[src/rtl/mem_ctrl_pkg.sv]
// mem_ctrl_pkg: shared state type, region constants and decode helper for the data memory controller
package mem_ctrl_pkg;

    typedef enum logic [1:0] {IDLE, RAM_ACC, PER_ACC, RESP} ctrl_state_e;

    localparam int REGION_RAM = 0;

    function automatic logic [31:0] region_idx(input logic [31:0] addr, input int addr_w, input int sel_w);
        return addr >> (addr_w - sel_w);
    endfunction

endpackage

[src/rtl/mem_region_decode.sv]
// mem_region_decode: maps the top address bits onto RAM, a peripheral channel, or an unmapped region
module mem_region_decode
    import mem_ctrl_pkg::*;
#(
    parameter int ADDR_W = 10,
    parameter int SEL_W  = 1,
    parameter int NREG   = 2
) (
    input  logic [ADDR_W-1:0] daddr,
    output logic [SEL_W-1:0]  region,
    output logic              ram_sel,
    output logic [NREG-2:0]   per_onehot,
    output logic              unmapped
);

    assign region   = SEL_W'(region_idx(32'(daddr), ADDR_W, SEL_W));
    assign ram_sel  = int'(region) == REGION_RAM;
    assign unmapped = int'(region) >= NREG;

    for (genvar k = 0; k < NREG - 1; k++) begin : g_sel
        assign per_onehot[k] = int'(region) == k + 1;
    end

endmodule

[src/rtl/data_mem_ctrl.sv]
// data_mem_ctrl: core load/store port to RAM and peripheral channels with wait states and error response
module data_mem_ctrl
    import mem_ctrl_pkg::*;
#(
    parameter int ADDR_W   = 10,
    parameter int DATA_W   = 32,
    parameter int PER_W    = 16,
    parameter int NREG     = 2,
    parameter int SEL_W    = 1,
    parameter int RAM_LAT  = 1,
    parameter int PER_WAIT = 2
) (
    input  logic                    clk,
    input  logic                    reset,
    input  logic                    d_req,
    input  logic                    d_rw,
    input  logic [ADDR_W-1:0]       daddr,
    input  logic [DATA_W-1:0]       ddata_w,
    output logic [DATA_W-1:0]       ddata_r,
    output logic                    d_ack,
    output logic                    d_err,
    output logic                    d_busy,
    output logic                    mem0_ena,
    output logic                    mem0_rw,
    output logic [ADDR_W-SEL_W-1:0] mem0_addr,
    output logic [DATA_W-1:0]       mem0_dw,
    input  logic [DATA_W-1:0]       mem0_dr,
    output logic [NREG-2:0]         mem1_ena,
    output logic                    mem1_rw,
    output logic [ADDR_W-SEL_W-1:0] mem1_addr,
    output logic [PER_W-1:0]        mem1_dout,
    input  logic [PER_W-1:0]        mem1_din
);

    localparam int OW   = ADDR_W - SEL_W;
    localparam int MAXL = RAM_LAT > PER_WAIT + 1 ? RAM_LAT : PER_WAIT + 1;
    localparam int CW   = $clog2(MAXL + 1);

    ctrl_state_e       st;
    logic [CW-1:0]     cnt;
    logic [OW-1:0]     cap_addr;
    logic [DATA_W-1:0] cap_wd;
    logic [NREG-2:0]   cap_sel;
    logic              cap_rw;
    logic              err;
    logic [SEL_W-1:0]  region;
    logic              ram_sel;
    logic [NREG-2:0]   per_onehot;
    logic              unmapped;
    logic              last;
    logic              per_on;

    mem_region_decode #(.ADDR_W(ADDR_W), .SEL_W(SEL_W), .NREG(NREG)) u_dec (
        .daddr      (daddr),
        .region     (region),
        .ram_sel    (ram_sel),
        .per_onehot (per_onehot),
        .unmapped   (unmapped)
    );

    assign last = cnt == CW'(1);

    // Capture on acceptance, count wait states, register read data on the final access edge
    always_ff @(posedge clk) begin
        if (reset) begin
            st       <= IDLE;
            cnt      <= '0;
            cap_addr <= '0;
            cap_wd   <= '0;
            cap_sel  <= '0;
            cap_rw   <= 1'b0;
            err      <= 1'b0;
            ddata_r  <= '0;
        end else begin
            case (st)
                IDLE: if (d_req) begin
                    cap_addr <= daddr[OW-1:0];
                    cap_wd   <= ddata_w;
                    cap_rw   <= d_rw;
                    cap_sel  <= ram_sel ? '0 : per_onehot;
                    err      <= unmapped;
                    cnt      <= ram_sel ? CW'(RAM_LAT) : CW'(PER_WAIT + 1);
                    st       <= unmapped ? RESP : (int'(region) == REGION_RAM) ? RAM_ACC : PER_ACC;
                end
                RAM_ACC, PER_ACC: if (last) begin
                    st <= RESP;
                    if (!cap_rw) ddata_r <= (st == RAM_ACC) ? mem0_dr : DATA_W'(mem1_din);
                end else begin
                    cnt <= cnt - 1'b1;
                end
                RESP: st <= IDLE;
                default: st <= IDLE;
            endcase
        end
    end

    assign per_on    = st == PER_ACC;
    assign d_ack     = st == RESP;
    assign d_err     = d_ack & err;
    assign d_busy    = st != IDLE;
    assign mem0_ena  = st == RAM_ACC;
    assign mem0_rw   = mem0_ena & cap_rw;
    assign mem0_addr = mem0_ena ? cap_addr : '0;
    assign mem0_dw   = mem0_ena ? cap_wd : '0;
    assign mem1_ena  = per_on ? cap_sel : '0;
    assign mem1_rw   = per_on & cap_rw;
    assign mem1_addr = per_on ? cap_addr : '0;
    assign mem1_dout = per_on ? cap_wd[PER_W-1:0] : '0;

endmodule

[config.mk]
export PLATFORM = sky130hd
export DESIGN_NAME = data_mem_ctrl
export DESIGN_NICKNAME = d
export VERILOG_FILES = /design/src/rtl/mem_ctrl_pkg.sv /design/src/rtl/mem_region_decode.sv /design/src/rtl/data_mem_ctrl.sv
export SDC_FILE = /design/constraint.sdc
export NUM_CORES = 1
export LEC_CHECK = 0
export CAP_MARGIN = 20
export CORE_ASPECT_RATIO = 0.5
export CORE_MARGIN = 8
export CORE_UTILIZATION = 39
export DETAILED_ROUTE_END_ITERATION = 10
export PLACE_DENSITY = 0.8
export RECOVER_POWER = 50
export SLEW_MARGIN = 20
export SYNTH_ARGS = -nofsm -noshare
export SYNTH_HDL_FRONTEND = slang
export SYNTH_SLANG_ARGS = --single-unit
[constraint.sdc]
create_clock -name clk -period 2.1 [get_ports clk]
set_input_delay 0.63 -clock clk [delete_from_list [all_inputs] [get_ports clk]]
set_output_delay 0.63 -clock clk [all_outputs]
set_load 0.1 [all_outputs]
* Word level (Yosys, flattened, before mapping)
Cells that the tools add are included.
Storage, ports and cells: flip-flop bits (word level) 79, input bits 94, output and inout port bits 105, word-level logic and storage cells 41
Cells by class: add/subtract/negate cells 1, equal/unequal tests 7, mux-type cells 15, bitwise logic cells 3, reduce and logical (&&, ||, !) cells 8
Operators with widths (count):
- 32-bit two-way mux | 2
- 9-bit two-way mux | 2
- 16-bit two-way mux | 1
- 2-bit two-way mux | 6
- 2-bit != test (second input constant) | 3
- 2-bit one-hot mux with 3 select lines | 1
- 3-bit AND reduction | 2
- 2-bit by 1-bit equality test with 1-bit output (second input constant) | 2
- 2-bit equality test (second input constant) | 2
- 2-bit one-hot mux with 2 select lines | 1
- 2-bit AND reduction | 2
- 2-bit nonzero test | 2
- 1-bit bitwise AND | 2
- 2-bit zero test | 1
- 1-bit two-way mux | 2
- 2-bit OR reduction | 1
- 2-bit by 1-bit subtractor with 2-bit output (second input constant) | 1
- 1-bit inverter | 1

* Logic depth before layout (Yosys ltp)
depth in word-level cells 4, mapped depth 8, gate-level depth less buffers 5

* Modules after synthesis
Synthesis repeated with hierarchy kept, for this count alone.
Second synthesis, totals: cells, all modules 452, area, all modules 3723.6 um^2
By module, submodules not included:
- data_mem_ctrl | times used 1, cells an instance 447, area an instance 3693.5 um^2, sequential area each 1601.5 um^2
- mem_region_decode | times used 1, cells an instance 5, area an instance 30.0 um^2, sequential area each 0.0 um^2

* Worst setup path after synthesis
OpenSTA, ideal clock, no wires.
kind register to output, from register st[1], to output mem0_dw[11], arrival time 1.827 ns, required time 1.470 ns, slack -0.357 ns, cell stages (with the launch flop) 6, path buffers 2, cells stage by stage dfxtp_1 -> inv_1 -> ha_1 -> buf_2 -> clkbuf_1 -> and2_1
Between the ends: word-level cells in the longest chain between the ends 2
Ends and longest elaborated chain:
- from (decl) | RTL line data_mem_ctrl.sv:39 | ctrl_state_e st;
- from (signal assigned) | RTL line data_mem_ctrl.sv:83 | st <= unmapped ? RESP : (int'(region) == REGION_RAM) ? RAM_ACC : PER_ACC;
- 2-bit by 1-bit equality test with 1-bit output | RTL line data_mem_ctrl.sv:101 | assign mem0_ena = st == RAM_ACC;
- 32-bit two-way mux | RTL line data_mem_ctrl.sv:104 | assign mem0_dw = mem0_ena ? cap_wd : '0;
- to (decl) | RTL line data_mem_ctrl.sv:26 | output logic [DATA_W-1:0] mem0_dw,
Every way passes these cells.

* Final worst setup path
from register st[0], to output mem0_dw[5]
The elaborated chain is that of the path after synthesis.

==> impl_metrics.py <==
metrics = {
    "flow_run": {
        "cap_violations": 0,
    },
    "finish": {
        "final_cells": 762,
        "fillers": 608,
        "final_cell_mix": "nand2_1 (104), clkdlybuf4s50_1 (91), dfxtp_1 (77), buf_12 (77), and2_4 (57)",
        "design_area_sq_um": 6860,
        "nets": 737,
        "layout_commonest_cell": "nand2_1",
        "antennaDiodeCount": 0,
        "drive_gt1_share_pct": 35.9,
        "syn2layout_area_growth_pct": 87.0,
        "final_util_pct": 73.8,
    },
    "die": {
        "die_height_um": 84.6,
        "ios": 199,
        "die-area_sq_um": 13000,
        "start_util_pct": 39.5,
        "std_cell_rows": 25,
        "core-area_sq_um": 9290,
        "die-width_um": 153,
    },
    "clock_network": {
        "root_buffer": "clkbuf_16",
        "clockBufferDepth": 2,
        "worstSkewPairLatency_ns": 0.34,
        "htreeDepth": 3,
        "cts_tree": "built",
        "cts_buffers": 9,
        "clkTransAtPathRegs_ns": 0.06,
        "clock_sinks": 79,
    },
    "worst_setup_path": {
        "crit_fanout": 19,
        "path_class": "reg2out",
        "worst-endpoint-required_ns": 1.47,
        "crit_arrival_ns": 1.53,
        "cp-start-kind": "register",
        "end_kind": "output port",
    },
    "sta": {
        "max_freq_mhz": 462,
        "slew-limit-headroom_pct": 61.4,
        "hold_violations": 0,
        "setup_ws_ns": -0.0624,
        "setup_violations": 42,
        "max_slew.worst_pin.slew_ns": 0.564,
        "fin_crit_sh_pct": 103,
        "rsz0062_at_grt": "true",
        "final.setup_skew_ns": 0.00670,
        "final_max_slew_viol_count": 0,
        "holdWs_ns": 0.448,
        "final.min_clock_period_ns": 2.16,
    },
    "synthesis": {
        "synth_compound_area_share_pct": 13.8,
        "synth_seq_cells": 79,
        "ys_warn_count": 0,
        "synth_cells": 447,
        "synth_xor_area_share_pct": 0,
        "ys_seq_area_share_pct": 43.1,
        "synth-simple-area-share_pct": 29.9,
        "synth.distinct_cells": 28,
        "synthMuxAreaShare_pct": 4.95,
        "synth_fa_ha_area_share_pct": 2.39,
        "syn-num-nets": 548,
        "synth_top_family_by_area": "simple AND/OR/NAND/NOR gates",
        "syn_area_per_cell_sq_um": 8.20,
        "synth_area_sq_um": 3670,
    },
    "grt": {
        "grt_overflow": 0,
        "grt_util_all_layers_pct": 21.0,
        "grt_pass1_vias": 4086,
        "grt_max_degree": 80,
        "grt_antenna_before_repair": 0,
        "grt_pass1_wl_um": 21800,
    },
    "pwr": {
        "ir_drop_mv": 0.601,
        "leakage_nw": 2.68,
        "p_per_area_nw_per_um2": 1130,
    },
    "placement": {
        "post-place-ws_ns": 0.0895,
        "io_buffers": 197,
        "dp.cells": 743,
        "dp_hpwl_um": 9820,
        "post_dp_cell_area_sq_um": 6890,
        "place.gp.congestion": 0.757,
    },
    "drt": {
        "wl_met3_um": 752,
        "dr_wl_met2_um": 7590,
        "drtPass1Iterations": 4,
        "routed_wirelength_um": 14100,
        "highest_layer": "met4",
        "via_per_inst": 5.03,
        "vias": 3830,
        "wl_per_cell_um": 18.5,
        "drt_iter0_markers": 221,
        "remaining_drc_errors": 0,
        "ant_nets": 0,
        "m1WireLength_um": 5240,
    },
    "worst_hold_path": {
        "hold_path.class": "reg2reg",
    },
    "outcome": {
        "status": "finished, violations left",
        "violations": "negative setup slack",
    },
}
-- critical path, stage by stage, from the launching register on --
cell,delay [ns]
dfxtp_4,0.35
buf_6,0.13
ha_4,0.18
buf_12,0.15
and2_2,0.21
buf_12,0.17
-- routing by layer --
layer,vias up,global-route usage (%)
met5,-,0
met4,0,9.45
met3,41,7.02
met2,135,40.4
met1,1816,20.3
li1,1838,-
-- path summary, 6_finish.rpt --
| path | startpoint | endpoint | slack [ns] | depth (start not counted) |
|---|---|---|---|---|
| max | st[0] | mem0_dw[5] | -0.06 | 5 |
| min | ddata_r[20] | ddata_r[20] | 0.45 | 2 |
| max reg2reg | st[1] | st[1] | 0.18 | 6 |
| min reg2reg | ddata_r[20] | ddata_r[20] | 0.45 | 2 |
-- what timing repair did --
| action | CTS | global route |
|---|---|---|
| setup buffers | 1 | 0 |
| pin swaps | 13 | 7 |
| gates cloned | 1 | 1 |
| hold buffers | 0 | 0 |
| gates resized for setup | 39 | 18 |
| endpoints found under the setup margin | 69 | 70 |
-- logic make-up after synthesis --
| family | Yosys count |
|---|---|
| simple gates | 218 |
| compound gates | 83 |
| flops | 79 |
| buf+inv | 41 |
| mux | 18 |
| fa+ha+maj | 7 |
| other cells | 1 |
-- flip-flops by register name, indices dropped and copies added, names as in the netlist --
| name | count |
|---|---|
| cnt | 2 |
| cap_sel | 1 |
| ddata_r | 32 |
| cap_rw | 1 |
| st | 2 |
| cap_wd | 32 |
| cap_addr | 9 |
-- metrics by stage --
stage / TNS, ns / power, W
floorplan: -0.394 / 0.00477
global placement: 0 / 0.00626
detailed placement: 0 / 0.00635
CTS: -1.39 / 0.00811
global route: -3.75 / 0.00812
finish: -1.35 / 0.00778
-- layout make-up --
cell class                 count  area [sq um]  share of cell area [%]
timing repair buffer         214          2750                    40.1
inverter                       5          21.3                   0.310
tap                          121           151                    2.21
sequential                    79          1590                    23.2
multi-input combinational    327          2060                    30.0
clock inverter                 4          45.0                   0.657
clock buffer                  12           246                    3.59
-- synthesized netlist by cell type --
master       n  share of area (%)
buf_6        2               0.61
nor2_1      17                1.7
a211oi_1    17                3.5
nor3_1       2               0.27
and2_1      70                 12
inv_1        5               0.51
a21oi_2     10                2.4
a21oi_1     52                7.1
buf_4        4               0.82
nand3_2     10                2.7
dfxtp_1     79                 43
nand2b_1     4               0.68
nand2_1    104                 11
mux2i_1     17                4.6
buf_8        1               0.41
ha_1         7                2.4
and3b_4      1               0.34
conb_1       1               0.10
clkbuf_1    16                1.6
buf_1        1               0.10
nand3_1      6               0.82
o21ai_0      1               0.14
nand3b_1     1               0.20
nor2b_1      3               0.51
a2111oi_0    2               0.48
a311oi_1     1               0.24
buf_2       12                1.6
mux2_2       1               0.31
-- report_power, final --
part / switching [W] / leakage, nW / internal (W)
clock network: 0.000611 / 0.146 / 0.000948
logic: 0.00283 / 1.89 / 0.00139
registers: 0.000202 / 0.646 / 0.00180
Power figures use the tool's default switching activity.
